--- config.mk ---
export PLATFORM = sky130hd
export DESIGN_NAME = instr_fetch_unit
export DESIGN_NICKNAME = d
export VERILOG_FILES = /design/src/rtl/instr_fetch_unit.sv
export SDC_FILE = /design/constraint.sdc
export NUM_CORES = 1
export LEC_CHECK = 0
export CAP_MARGIN = 20
export CORE_ASPECT_RATIO = 0.75
export CORE_MARGIN = 1
export CORE_UTILIZATION = 31
export CTS_BUF_LIST = sky130_fd_sc_hd__clkbuf_8
export DETAILED_ROUTE_END_ITERATION = 10
export REMOVE_ABC_BUFFERS = 1
export SLEW_MARGIN = 30
export SYNTH_ARGS = -nofsm -noshare
export SYNTH_HDL_FRONTEND = slang
export SYNTH_SLANG_ARGS = --single-unit
--- constraint.sdc ---
create_clock -name clock -period 7.8 [get_ports clock]
set_input_delay 1.95 -clock clock [delete_from_list [all_inputs] [get_ports clock]]
set_output_delay 1.95 -clock clock [all_outputs]
set_load 0.05 [all_outputs]
--- src/rtl/instr_fetch_unit.sv ---
// Instruction fetch stage: owns the program counter, applies PC-select
// commands from the control unit, and fetches one 32-bit instruction word
// per request over a req/ack handshake into a registered IR.
module instr_fetch_unit #(
   parameter int                    ADDR_WIDTH = 64,
   parameter logic [ADDR_WIDTH-1:0] RESET_PC   = '0,
   parameter int                    TIMEOUT    = 16
) (
   input  logic                  clock,
   input  logic                  reset,
   input  logic                  fetch_start,
   input  logic                  pc_update,
   input  logic [1:0]            PC_sel,
   input  logic [31:0]           k,
   input  logic [ADDR_WIDTH-1:0] pc_in,
   output logic [ADDR_WIDTH-1:0] imem_addr,
   output logic                  imem_req,
   input  logic                  imem_ack,
   input  logic [31:0]           imem_rdata,
   output logic [31:0]           IR,
   output logic                  ir_valid,
   output logic [ADDR_WIDTH-1:0] PC,
   output logic                  busy,
   output logic                  fault
);

   // Counter only needs to reach TIMEOUT-1; keep at least one bit.
   localparam int CNT_W = (TIMEOUT > 1) ? $clog2(TIMEOUT) : 1;
   localparam logic [CNT_W-1:0] CNT_LAST = CNT_W'(TIMEOUT - 1);

   localparam logic [1:0] SEL_HOLD  = 2'b00;
   localparam logic [1:0] SEL_PLUS4 = 2'b01;
   localparam logic [1:0] SEL_JUMP  = 2'b10;
   localparam logic [1:0] SEL_IN    = 2'b11;

   typedef enum logic {
      ST_IDLE = 1'b0,
      ST_WAIT = 1'b1
   } state_t;

   state_t                  state_q;
   logic [ADDR_WIDTH-1:0]   pc_q;
   logic [ADDR_WIDTH-1:0]   pc_d;
   logic [ADDR_WIDTH-1:0]   addr_q;
   logic                    req_q;
   logic [31:0]             ir_q;
   logic                    ir_valid_q;
   logic                    busy_q;
   logic                    fault_q;
   logic [CNT_W-1:0]        cnt_q;

   logic signed [31:0]            k_s;
   logic signed [ADDR_WIDTH-1:0]  jump_off;

   // Word offset sign-extended to address width and scaled to bytes; the
   // add below is modulo 2^ADDR_WIDTH so wrap-around is silent.
   assign k_s      = k;
   assign jump_off = ADDR_WIDTH'(k_s) <<< 2;

   // Next-PC selection; IN deliberately keeps the low bits so a misaligned
   // target is caught by the next fetch rather than silently corrected.
   always_comb begin
      pc_d = pc_q;
      if (pc_update) begin
         unique case (PC_sel)
            SEL_HOLD:  pc_d = pc_q;
            SEL_PLUS4: pc_d = pc_q + ADDR_WIDTH'(4);
            SEL_JUMP:  pc_d = pc_q + $unsigned(jump_off);
            SEL_IN:    pc_d = pc_in;
            default:   pc_d = pc_q;
         endcase
      end
   end

   // Program counter register, updated in any FSM state.
   always_ff @(posedge clock or negedge reset) begin
      if (!reset) begin
         pc_q <= RESET_PC;
      end else begin
         pc_q <= pc_d;
      end
   end

   // Fetch FSM with registered handshake, IR and status outputs. A fetch
   // issued together with a PC update uses the pre-update pc_q.
   always_ff @(posedge clock or negedge reset) begin
      if (!reset) begin
         state_q    <= ST_IDLE;
         addr_q     <= RESET_PC;
         req_q      <= 1'b0;
         ir_q       <= '0;
         ir_valid_q <= 1'b0;
         busy_q     <= 1'b0;
         fault_q    <= 1'b0;
         cnt_q      <= '0;
      end else begin
         unique case (state_q)
            ST_IDLE: begin
               if (fetch_start) begin
                  if (pc_q[1:0] == 2'b00) begin
                     addr_q     <= pc_q;
                     req_q      <= 1'b1;
                     ir_valid_q <= 1'b0;
                     fault_q    <= 1'b0;
                     cnt_q      <= '0;
                     busy_q     <= 1'b1;
                     state_q    <= ST_WAIT;
                  end else begin
                     fault_q    <= 1'b1;
                     ir_valid_q <= 1'b0;
                  end
               end
            end
            ST_WAIT: begin
               if (imem_ack) begin
                  ir_q       <= imem_rdata;
                  ir_valid_q <= 1'b1;
                  req_q      <= 1'b0;
                  busy_q     <= 1'b0;
                  state_q    <= ST_IDLE;
               end else if (cnt_q == CNT_LAST) begin
                  req_q      <= 1'b0;
                  fault_q    <= 1'b1;
                  ir_valid_q <= 1'b0;
                  busy_q     <= 1'b0;
                  state_q    <= ST_IDLE;
               end else begin
                  cnt_q <= cnt_q + CNT_W'(1);
               end
            end
            default: begin
               state_q <= ST_IDLE;
               req_q   <= 1'b0;
               busy_q  <= 1'b0;
            end
         endcase
      end
   end

   assign imem_addr = addr_q;
   assign imem_req  = req_q;
   assign IR        = ir_q;
   assign ir_valid  = ir_valid_q;
   assign PC        = pc_q;
   assign busy      = busy_q;
   assign fault     = fault_q;

endmodule

== Yosys cells after proc, flatten, opt, wreduce, memory -nomap -nowiden ==
Cells that the tools add are included.
Word-level totals
  flip-flop bits (word level): 168
  input port bits: 135
  word-level logic and storage cells: 56
Cells by class
  $add $sub $neg: 3
  equality and inequality tests: 10
  mux-type cells: 24
  bitwise logic cells: 2
  reduce and logical (&&, ||, !) cells: 9
Operator list (number)
  one-hot mux 64 bit (3 select lines): 1
  adder 64 x 3 -> 64 bit (second input constant): 1
  adder 64 bit: 1
  two-way mux 4 bit: 4
  two-way mux 1 bit: 14
  AND reduction 3 bit: 3
  != test 2 bit (second input constant): 4
  one-hot mux 1 bit (2 select lines): 4
  one-hot mux 4 bit (2 select lines): 1
  AND reduction 2 bit: 3
  adder 4 x 1 -> 4 bit (second input constant): 1
  equality test 2 bit (second input constant): 2
  equality test 4 bit (second input constant): 1
  zero test 2 bit: 2
  AND reduction 4 bit: 1
  != test 3 x 2 -> 1 bit (second input constant): 1
  equality test 2 x 1 -> 1 bit (second input constant): 1
  != test 2 x 1 -> 1 bit (second input constant): 1
  NOT 1 bit: 2

== Depth between registers and ports, before layout ==
  word-level depth: 4
  depth in mapped cells: 19
  gate-level depth less buffers: 15

== Worst setup path before layout ==
Ideal clock, no wire load.
  kind: input -> register
  from: input port PC_sel[0]
  to: register pc_q[56], in the netlist PC[56]
  arrival: 5.326 ns
  path slack: 2.343 ns
  stages: 17
  path through: clkbuf_1 -> clkbuf_1 -> or3_1 -> ha_1 -> fa_1 -> a211oi_2 -> o21ba_1 -> a211o_1 -> nand3_2 -> a21oi_2 -> o22ai_4 -> and3_1 -> buf_4 -> mux2i_1 -> and4b_1 -> nor4_1 -> o21ai_1
Between the ends
  cells in the longest elaborated chain, start to end: 3
  elaborated cells between the ends (all ways): 7
  those cells by class: eq/ne: 3; mux: 1; bitwise: 1; reduce/logical: 2
RTL lines
  start, declared: RTL line 13  | input logic [1:0] PC_sel,
  parallel branches: the longest is 3 deep, another holds one-hot mux 64 bit (3 select lines)
  end signal, assigned: RTL line 80  | pc_q <= pc_d;
  end, declared: RTL line 42  | logic [ADDR_WIDTH-1:0] pc_q;
Parallel ways; which one is timed is not known.
A chain may end at the register's enable or synchronous reset.

== Worst setup path after layout ==
  from: input port PC_sel[1]
  to: register pc_q[59], in the netlist PC[59]
Same word-level chain as after synthesis.

==> impl_metrics.env <==
export IMPL_initial_core_util=0.3182
export IMPL_synth_edf_count=0
export IMPL_synth_area_mm2=0.01076
export IMPL_hold_violations=0
export IMPL_rsz0062_at_grt="false"
export IMPL_die_area_mm2=0.03546
export IMPL_num_rows=58
export IMPL_seq_area_mm2=0.004204
export IMPL_ys_warnings_count=0
export IMPL_hold_path_startpoint="imem_addr[46]"
export IMPL_drt_total_wl_mm=36.19
export IMPL_maxCapViolCount=0
export IMPL_nFillCells=3402
export IMPL_wire_per_inst_um=19.02
export IMPL_post_cts_resized=0
export IMPL_coreArea_mm2=0.03382
export IMPL_dp_hpwl_mm=27.18
export IMPL_ioPinCount=299
export IMPL_grt_overflow=0
export IMPL_fin_util=0.4303
export IMPL_routabilityCongestion=0.9041
export IMPL_route_detailed_drc=0
export IMPL_cts_setup_buffers=0
export IMPL_cp_common_cell="o22ai_2"
export IMPL_swShare=0.4779
export IMPL_final_antenna_net_count=0
export IMPL_fp_dieW_um=217.1
export IMPL_yosysTopAreaCell="dfrtp_1"
export IMPL_cp_start_kind="primary input"
export IMPL_setup_tns_final_ns=0
export IMPL_cts_tree="done"
export IMPL_reg2reg_from="PC[2]"
export IMPL_antenna_found_initial=2
export IMPL_crit_type="primary input to flip-flop"
export IMPL_power_w=0.005064
export IMPL_post_route_min_period_ns=6.079
export IMPL_grt_pass1_wl_mm=56.20
export IMPL_max_stage_delay_ns=0.69
export IMPL_synth_most_common_cell="dfrtp_1"
export IMPL_p_seq_frac=0.293
export IMPL_outcome="finished, final reports clean"
export IMPL_synthTopCellsByCount="dfrtp_1, nand2_1, a21oi_1"
export IMPL_p_per_area_mw_per_mm2=348.0
export IMPL_ir_drop_mv=0.2569
export IMPL_cp_arrival_ns=6.42
export IMPL_timing_fmax_mhz=164.5
export IMPL_netlist_instances=1199
export IMPL_p_int_w=0.002644
export IMPL_cts_clk_slew_worst_paths_ns=0.08
export IMPL_fin_area_mm2=0.01455
export IMPL_cts_hold_buf=0
export IMPL_htreeDepth=4
export IMPL_post_dp_cell_area_mm2=0.01406
export IMPL_cts_sinks=168
export IMPL_die_h_um=163.3
export IMPL_postSynth_asyncResetShare=1.000
export IMPL_critPathSlowestCell="clkdlybuf4s50_1"
export IMPL_p_switching_w=0.002420
export IMPL_crit_chain="clkdlybuf4s50_1 > inv_1 > nor2_2 > buf_4 > and2_1 > ha_1 > and2_4 > nand2_2 > o22ai_2 > a311oi_2 > o31ai_2 > a31oi_4 > o22ai_2 > or4_4 > and4b_1 > a41oi_1 > o2111ai_1"
export IMPL_grt_pass1_vias=9350
export IMPL_ys_types=83
export IMPL_slew_limit_headroom=0.4382
export IMPL_avgSynthCellArea_um2=8.973
export IMPL_track_usage=0.2046
export IMPL_clockRootBuffer="clkbuf_8"
export IMPL_p_clk_frac=0.154
export IMPL_worstSkewPairLatency_ns=0.49
export IMPL_path_max_fanout=20
export IMPL_drt_iter0_markers=754
export IMPL_numCtsBuffers=17
export IMPL_synth_main_ff_cell="dfrtp_1"
export IMPL_multi_input_comb_area_mm2=0.006133
export IMPL_cts_buffer_depth=2
export IMPL_critPathLaunch="PC_sel[1]"
export IMPL_grt_max_degree=95
export IMPL_finalSetupViolCount=0
export IMPL_p_leak_nw=5.886
export IMPL_slew_violations=0
export IMPL_synth_seq_area_share=0.3907
export IMPL_nNetsFinal=1608
export IMPL_port_buffers=298
export IMPL_drtPass1Iterations=6
export IMPL_pwr_share_comb=0.553
export IMPL_yosys_top_cells_area="dfrtp_1, mux2_2, a21oi_1"
export IMPL_worst_pin_slew_ns=0.8427
export IMPL_min_period_over_period=0.7794
export IMPL_synth_top_area_share=0.3907
export IMPL_vias_per_cell=5.261
export IMPL_ys_ff_latch=168
export IMPL_num_vias=10011
export IMPL_area_growth_synth_to_final_pct=35.26
export IMPL_hold_class="flip-flop to flip-flop"
export IMPL_pre_cts_ws_ns=1.221
export IMPL_r2r_slack_ns=4.19
export IMPL_fin_worst_skew_ns=0.02007
export IMPL_cp_required_ns=8.14
export IMPL_cp_end_kind="flip-flop"
export IMPL_fin_ws_ns=1.721
export IMPL_drive_above_1_share=0.1192
layer usage:
layer / GRT usage / vias to the layer above / wire length [um]
met5: 0 / - / 0
met2: 0.2955 / 305 / 15500
met3: 0.04898 / 19 / 2313
met4: 0.04033 / 0 / 315
met1: 0.3060 / 4852 / 18070
li1: - / 4835 / -
through the flow:
step,instances,hold slack (ns)
finish,1903,0.5087
global route,1902,0.5244
CTS,1901,0.5131
detailed placement,1871,0.4919
global placement,1871,0.4839
floorplan,1111,0.4943
kinds of logic after synthesis:
logic type                 count (synthesis)  share of synthesized area
and+or+nand+nor                          426                     0.1971
DFF                                      168                     0.3907
adders and majority gates                 33                    0.03907
buffers and inverters                    108                    0.04047
AOI/OAI and AO/OA                        315                     0.1860
muxes                                    118                     0.1214
xor gates and xnor gates                  31                    0.02524
sequential cells by signal, summed over array words and instances, names as in the netlist:
name / flops
fault: 1
IR: 32
cnt_q: 4
ir_valid: 1
busy: 1
imem_addr: 64
PC: 64
state_q: 1
power groups by stage:
stage,Combinational [W],Sequential [W],Clock [W]
finish,0.00280,0.00149,0.000779
CTS,0.00282,0.00149,0.000814
global placement,0.00280,0.00149,0
floorplan,0.000741,0.00256,0
detailed placement,0.00281,0.00150,0
global route,0.00294,0.00154,0.000848
layout make-up:
class | count | share of cell area
Clock inverter | 13 | 0.01745
Multi-Input combinational cell | 923 | 0.4215
Sequential cell | 168 | 0.2889
Timing Repair Buffer | 310 | 0.2119
Antenna cell | 2 | 0.0003439
Clock buffer | 17 | 0.01608
Tap cell | 450 | 0.03869
Inverter | 20 | 0.005159
worst max-delay path, delay by kind of cell:
kind / cells / cell delay [ns]
buf+inv: 3 / 1.19
simple gates: 6 / 1.65
fa+ha+maj: 1 / 0.27
compound gates: 7 / 1.35
cells in the final DEF, fill, tap and decap left out, drive strengths merged, types with 7 or more instances in the layout:
master,instances
clkdlybuf4s50,297
dfrtp,168
nand2,127
a21oi,104
nor2,103
mux2,100
o21ai,77
and2,42
nand3,35
ha,32
nand4,23
nor3,23
inv,21
xnor2,20
a31oi,19
o22ai,19
mux2i,18
clkbuf,18
a21o,17
and3,15
nor4,13
buf,12
xor2,11
nor2b,8
a22oi,8
a2bb2oi,8
o21bai,7
bufinv,7
worst paths after layout:
check / to / cells after the start
min reg2reg: imem_addr[46] / 1
min in group asynchronous: IR[0] / 1
max reg2reg: PC[56] / 13
max: PC[59] / 17
min: imem_addr[46] / 1
max in group asynchronous: imem_addr[47] / 2
(Power assumes the default switching activity.)
==> RTL edit 1 (same flow settings) <==
Set the parameter `TIMEOUT` to 32 (it was 16).
--- a/src/rtl/instr_fetch_unit.sv
+++ b/src/rtl/instr_fetch_unit.sv
@@ -5,5 +5,5 @@
    parameter int                    ADDR_WIDTH = 64,
    parameter logic [ADDR_WIDTH-1:0] RESET_PC   = '0,
-   parameter int                    TIMEOUT    = 16
+   parameter int                    TIMEOUT    = 32
 ) (
    input  logic                  clock,
Check against the original RTL: no difference found for any inputs over 4 cycles, from zero or initial values and one cycle with reset low; that may be too few to reach the edited logic, so the function may still have changed.
==> RTL edit 1 against the unedited design <==
- clock skew down 0.0059 ns
- sequential cell count rose by 1
- largest cell class unchanged
- routed wire length is 13% higher
- largest power group unchanged
- power up 3.3%
- combinational power grew 5%
- global-route usage up 1.5 points
- count of clock-buffer cells in the layout rose by 2
- setup slack better by 0.051 ns
- cell area up 3.1%
- synthesized area is 4.6% higher
- maximum frequency rose by 0.85%
- utilization decreased by 1.1 points
- clock power down 3.7%
==> RTL edit 1: results (changes against the unedited design) <==
| Metric | Value |
|---|---|
| Initial antenna violation count | 1 (-1) |
| Seq Cell Count | 169 (+0.60%) |
| Nets | 1,672 (+4.0%) |
| Initial detailed-routing violation count | 894 (+19%) |
| Total vias in the final route | 10,700 (+6.7%) |
| WL met2 | 17,100 µm (+10%) |
| Inverter count | 17 (-15%) |
| Final GP Congestion | 0.932 (+3.0%) |
| Register area | 0.00423 mm² (+0.60%) |
| Tot GR Track Use | 21.9% (+1.5 points) |
| Register area share after synthesis | 37.6% (-1.5 points) |
| Met3 routed WL | 2420 µm (+4.5%) |
| Non-CTS buffers | 309 (-0.32%) |
| Syn_area_per_cell | 8.86 µm² (-1.3%) |
| First drt pass iteration count | 5 (-1) |
| Clock network area share | 3.08% (-0.27 points) |
| Delay-heaviest family, CP | compound AO/OA/AOI/OAI gates |
| Placed inst area | 0.0145 mm² (+3.2%) |
| Layout clock buffers | 19 (+2) |
| Peak VDD IR | 0.200 mV (-22%) |
| Input/output buffers | 298 (unchanged) |
| CP arrival | 6.41 ns (about the same) |
| Largest net degree at the start of global routing | 102 (+7.4%) |
| First-pass GRT wire length | 63,100 µm (+12%) |
| Fillers | 3,513 (+3.3%) |
| GR Util met3 | 4.53% (-0.36 points) |
| Hold slack | 0.506 ns (-0.00265 ns) |
| Post-layout util | 41.9% (-1.1 points) |
| Cell count after placement | 1,948 (+4.1%) |
| Post-Route M1 WL | 21,000 µm (+16%) |
| Multi-input logic area | 0.00658 mm² (+7.2%) |
| Fraction of final layout cells sized beyond drive strength 1 | 10.9% (-1.0 points) |
| Skew final | 0.0142 ns (-0.00592 ns) |
| Worst slack, placed | 1.33 ns (+0.107 ns) |
| Synth Area in XOR/XNOR | 2.65% (+0.12 points) |
| Number of diodes | 0 (-2) |
| Number of global-route vias before repair | 10,200 (+8.9%) |
| Period Utilization, post-route | 77.3% (-0.66 points) |
| Via/cell ratio | 5.39 (+2.5%) |
| Tapcells | 465 (+3.3%) |
| Multi-input gates | 989 (+7.2%) |
| Non-clock buffering overhead | 20.6% (-0.61 points) |
| CTS Buf Count | 17 (unchanged) |
| Post-synth top cells | dfrtp_1 (169), nand2_1 (136), nor2_1 (113) |
| Post-synthesis mux area share | 11.2% (-0.99 points) |
| Status | finished, final reports clean |
| Static Leak | 6.10 nW (+3.7%) |
| Root buffer cell | clkbuf_8 |
| Synth area leaders | dfrtp_1 (38%), mux2_2 (9.5%), nand2_1 (4.5%) |
| Met2 Use GR | 31.0% (+1.5 points) |
| GR Layer Usage met1 | 34.1% (+3.5 points) |
| Relative slew slack | 36.7% (-7.2 points) |
| Synth Area in Adders | 3.85% (-0.059 points) |
| Reg-to-reg setup timing slack | 4.22 ns (+0.03 ns) |
-- RTL edit 1: changes by cell type after synthesis, sizes merged, moves of 7 or more --
cell     before  now
nand3        35   43
nand2       127  136
a2bb2oi       8   15
nand4        23   15
a31oi        19   26
o211ai        5   15
a21oi       104   94
nor2        103  113
o21ai        77   68
nor4         13   21
buf          22   38
clkbuf       66   57
-- RTL edit 1: power by group --
group          internal [mW]  leakage [nW]  total [mW]  switching, mW
clock                  0.396         0.235       0.750          0.354
combinational           1.06          3.88        2.95           1.88
sequential              1.20          1.99        1.53          0.333
-- RTL edit 1: worst paths after layout --
check | startpoint | to | depth (start not counted)
worst max register to register | PC[2] | PC[54] | 10
max in group asynchronous | reset | imem_addr[18] | 2
worst min-delay path | imem_addr[0] | imem_addr[0] | 1
worst min register to register | imem_addr[0] | imem_addr[0] | 1
min in group asynchronous | reset | IR[0] | 1
worst max-delay path | PC_sel[1] | PC[54] | 15
==> RTL edit 2 (same flow settings) <==
Made on the original files. Remove the case item `SEL_JUMP` of the case on `PC_sel`.
--- a/src/rtl/instr_fetch_unit.sv
+++ b/src/rtl/instr_fetch_unit.sv
@@ -66,5 +66,4 @@
             SEL_HOLD:  pc_d = pc_q;
             SEL_PLUS4: pc_d = pc_q + ADDR_WIDTH'(4);
-            SEL_JUMP:  pc_d = pc_q + $unsigned(jump_off);
             SEL_IN:    pc_d = pc_in;
             default:   pc_d = pc_q;
Check against the original RTL: not equivalent (Yosys sat finds a counterexample within 4 cycles, from zero or initial values and one cycle with reset low).
==> RTL edit 2 against the unedited design <==
- sequential share of layout area grew 6.6 points
- clock power shrank 17%
- synthesized area shrank 21%
- cell area shrank 19%
- critical endpoint is now PC[57]
- setup slack gained 1.8 ns
- synthesized cell count shrank 31%
- routed wire length shrank 23%
- sequential cell count is the same
- first-iteration DRC count shrank 26%
- power shrank 23%
==> RTL edit 2: results (changes against the unedited design) <==
| Metric | Value |
|---|---|
| Static Leak | 4.60 nW (-22%) |
| Nets | 1,194 (-26%) |
| Peak VDD IR | 0.227 mV (-12%) |
| Initial antenna violation count | 2 (unchanged) |
| Clk Latency, worst-skew pair | 0.48 ns |
| Post-CTS Setup Bufs | 0 (unchanged) |
| FFs w/ async S/R, synth | 100% (unchanged) |
| Critical R2R Capture | PC[62] |
| Crit. Startpoint | PC_sel[1] |
| Worst slack, placed | 2.97 ns (+1.75 ns) |
| Number of diodes | 0 (-2) |
| Hold WC Path Type | reg2reg |
| Synth area leaders | dfrtp_1 (49%), mux2_2 (13%), mux2i_1 (3.5%) |
| Placed inst area | 0.0114 mm² (-19%) |
| HP Start | imem_addr[53] |
| First drt pass iteration count | 5 (-1) |
| Post-CTS Resized | 0 (unchanged) |
| Hold endpoint | imem_addr[53] |
| Sequential power share | 34.5% (+5.2 points) |
| Fraction of final layout cells sized beyond drive strength 1 | 15.1% (+3.2 points) |
| Initial detailed-routing violation count | 561 (-26%) |
| Distinct cells, synth | 55 (-34%) |
| Worst slew pin tran | 1.03 ns (+0.188 ns) |
| # setup viols final | 0 (unchanged) |
| Largest net degree at the start of global routing | 100 (+5.3%) |
| Via/cell ratio | 5.32 (+1.1%) |
| Input/output buffers | 266 (-11%) |
| DR WL/cell | 19.7 µm (+3.7%) |
| Number of global-route vias before repair | 7,219 (-23%) |
| Post-synth top cells | dfrtp_1 (168), mux2_2 (100), nand2_1 (75) |
| Tot GR Track Use | 20.1% (-0.37 points) |
| Skew final | 0.0227 ns (+0.00258 ns) |
| CP endpoint | PC[57] |
| CP max FO | 39 (+95%) |
| Combinational Power Share | 49.1% (-6.2 points) |
| Worst-path clk slew | 0.10 ns (+0.02 ns) |
| CTS Buffer Depth | 2 (unchanged) |
| H-tree depth | 4 (unchanged) |
| First-pass GRT wire length | 44,100 µm (-22%) |
| Critical path required time | 8.17 ns (+0.03 ns) |
| R2r worst-path depth | 5 (-8) |
| Dominant cell type by area after synthesis | dfrtp_1 |
| Status | finished, final reports clean |
| Root buffer cell | clkbuf_8 |
| Reg-to-reg setup timing slack | 4.92 ns (+0.73 ns) |
| WHS Path Cells | 1 (unchanged) |
| Comb power | 1.92 mW (-31%) |
| Yosys Warn Count | 0 (unchanged) |
| Switching pwr | 1.81 mW (-25%) |
| CTS Buf Count | 17 (unchanged) |
| Register area share after synthesis | 49.2% (+10 points) |
| DP Wirelength | 19,800 µm (-27%) |
| Worst r2r src | PC[33] |
| Final GP Congestion | 0.836 (-7.6%) |
| Final min period | 4.32 ns (-1.76 ns) |
## RTL edit 2: changes by cell type in the layout (fill, tap and decap cells not counted), moves of 12 or more
cell	delta
xnor2_1	-20
and2_1	-38
a31oi_1	-15
nand2_1	-49
nor2_1	-51
nand4_1	+22
o21ai_0	-48
o22ai_1	+26
a21oi_1	-64
clkdlybuf4s50_1	-32
mux2i_1	+12
ha_1	-30
a21o_1	-17
## RTL edit 2: logic make-up after synthesis
group,synth area share [%]
mux,16.7
simple gates,19.8
flops,49.2
fa+ha+maj,0.293
buf+inv,3.95
xor+xnor,0.102
compound gates,9.95
## RTL edit 2: cell type report
| type | count | area, µm² |
|---|---|---|
| Sequential cell | 168 | 4200 |
| Multi-Input combinational cell | 585 | 4030 |
| Tap cell | 351 | 439 |
| Clock inverter | 13 | 134 |
| Fill cell | 2611 | 15200 |
| Timing Repair Buffer | 274 | 2730 |
| Inverter | 11 | 41.3 |
| Clock buffer | 19 | 262 |
## RTL edit 2: per-layer routing
metal | GRT usage (%) | part of all wire, % | up-vias
met3 | 4.75 | 7.2 | 22
met4 | 4.44 | 0.99 | 2
met1 | 30.4 | 49 | 3688
li1 | - | - | 3562
met2 | 28.6 | 43 | 282
met5 | 0 | 0.046 | -
## RTL edit 2: stage by stage
stage,hold WS [ns],cells
floorplan,0.518,764
global placement,0.486,1389
detailed placement,0.490,1389
CTS,0.515,1421
global route,0.521,1421
finish,0.509,1421
## RTL edit 2: worst max-delay path: stages
cell,delay (ns)
clkdlybuf4s50_1,0.45
buf_4,0.39
nand3_2,0.72
buf_4,0.50
o22a_1,0.24
nor2b_1,0.14
a32oi_1,0.19
nand2_1,0.07
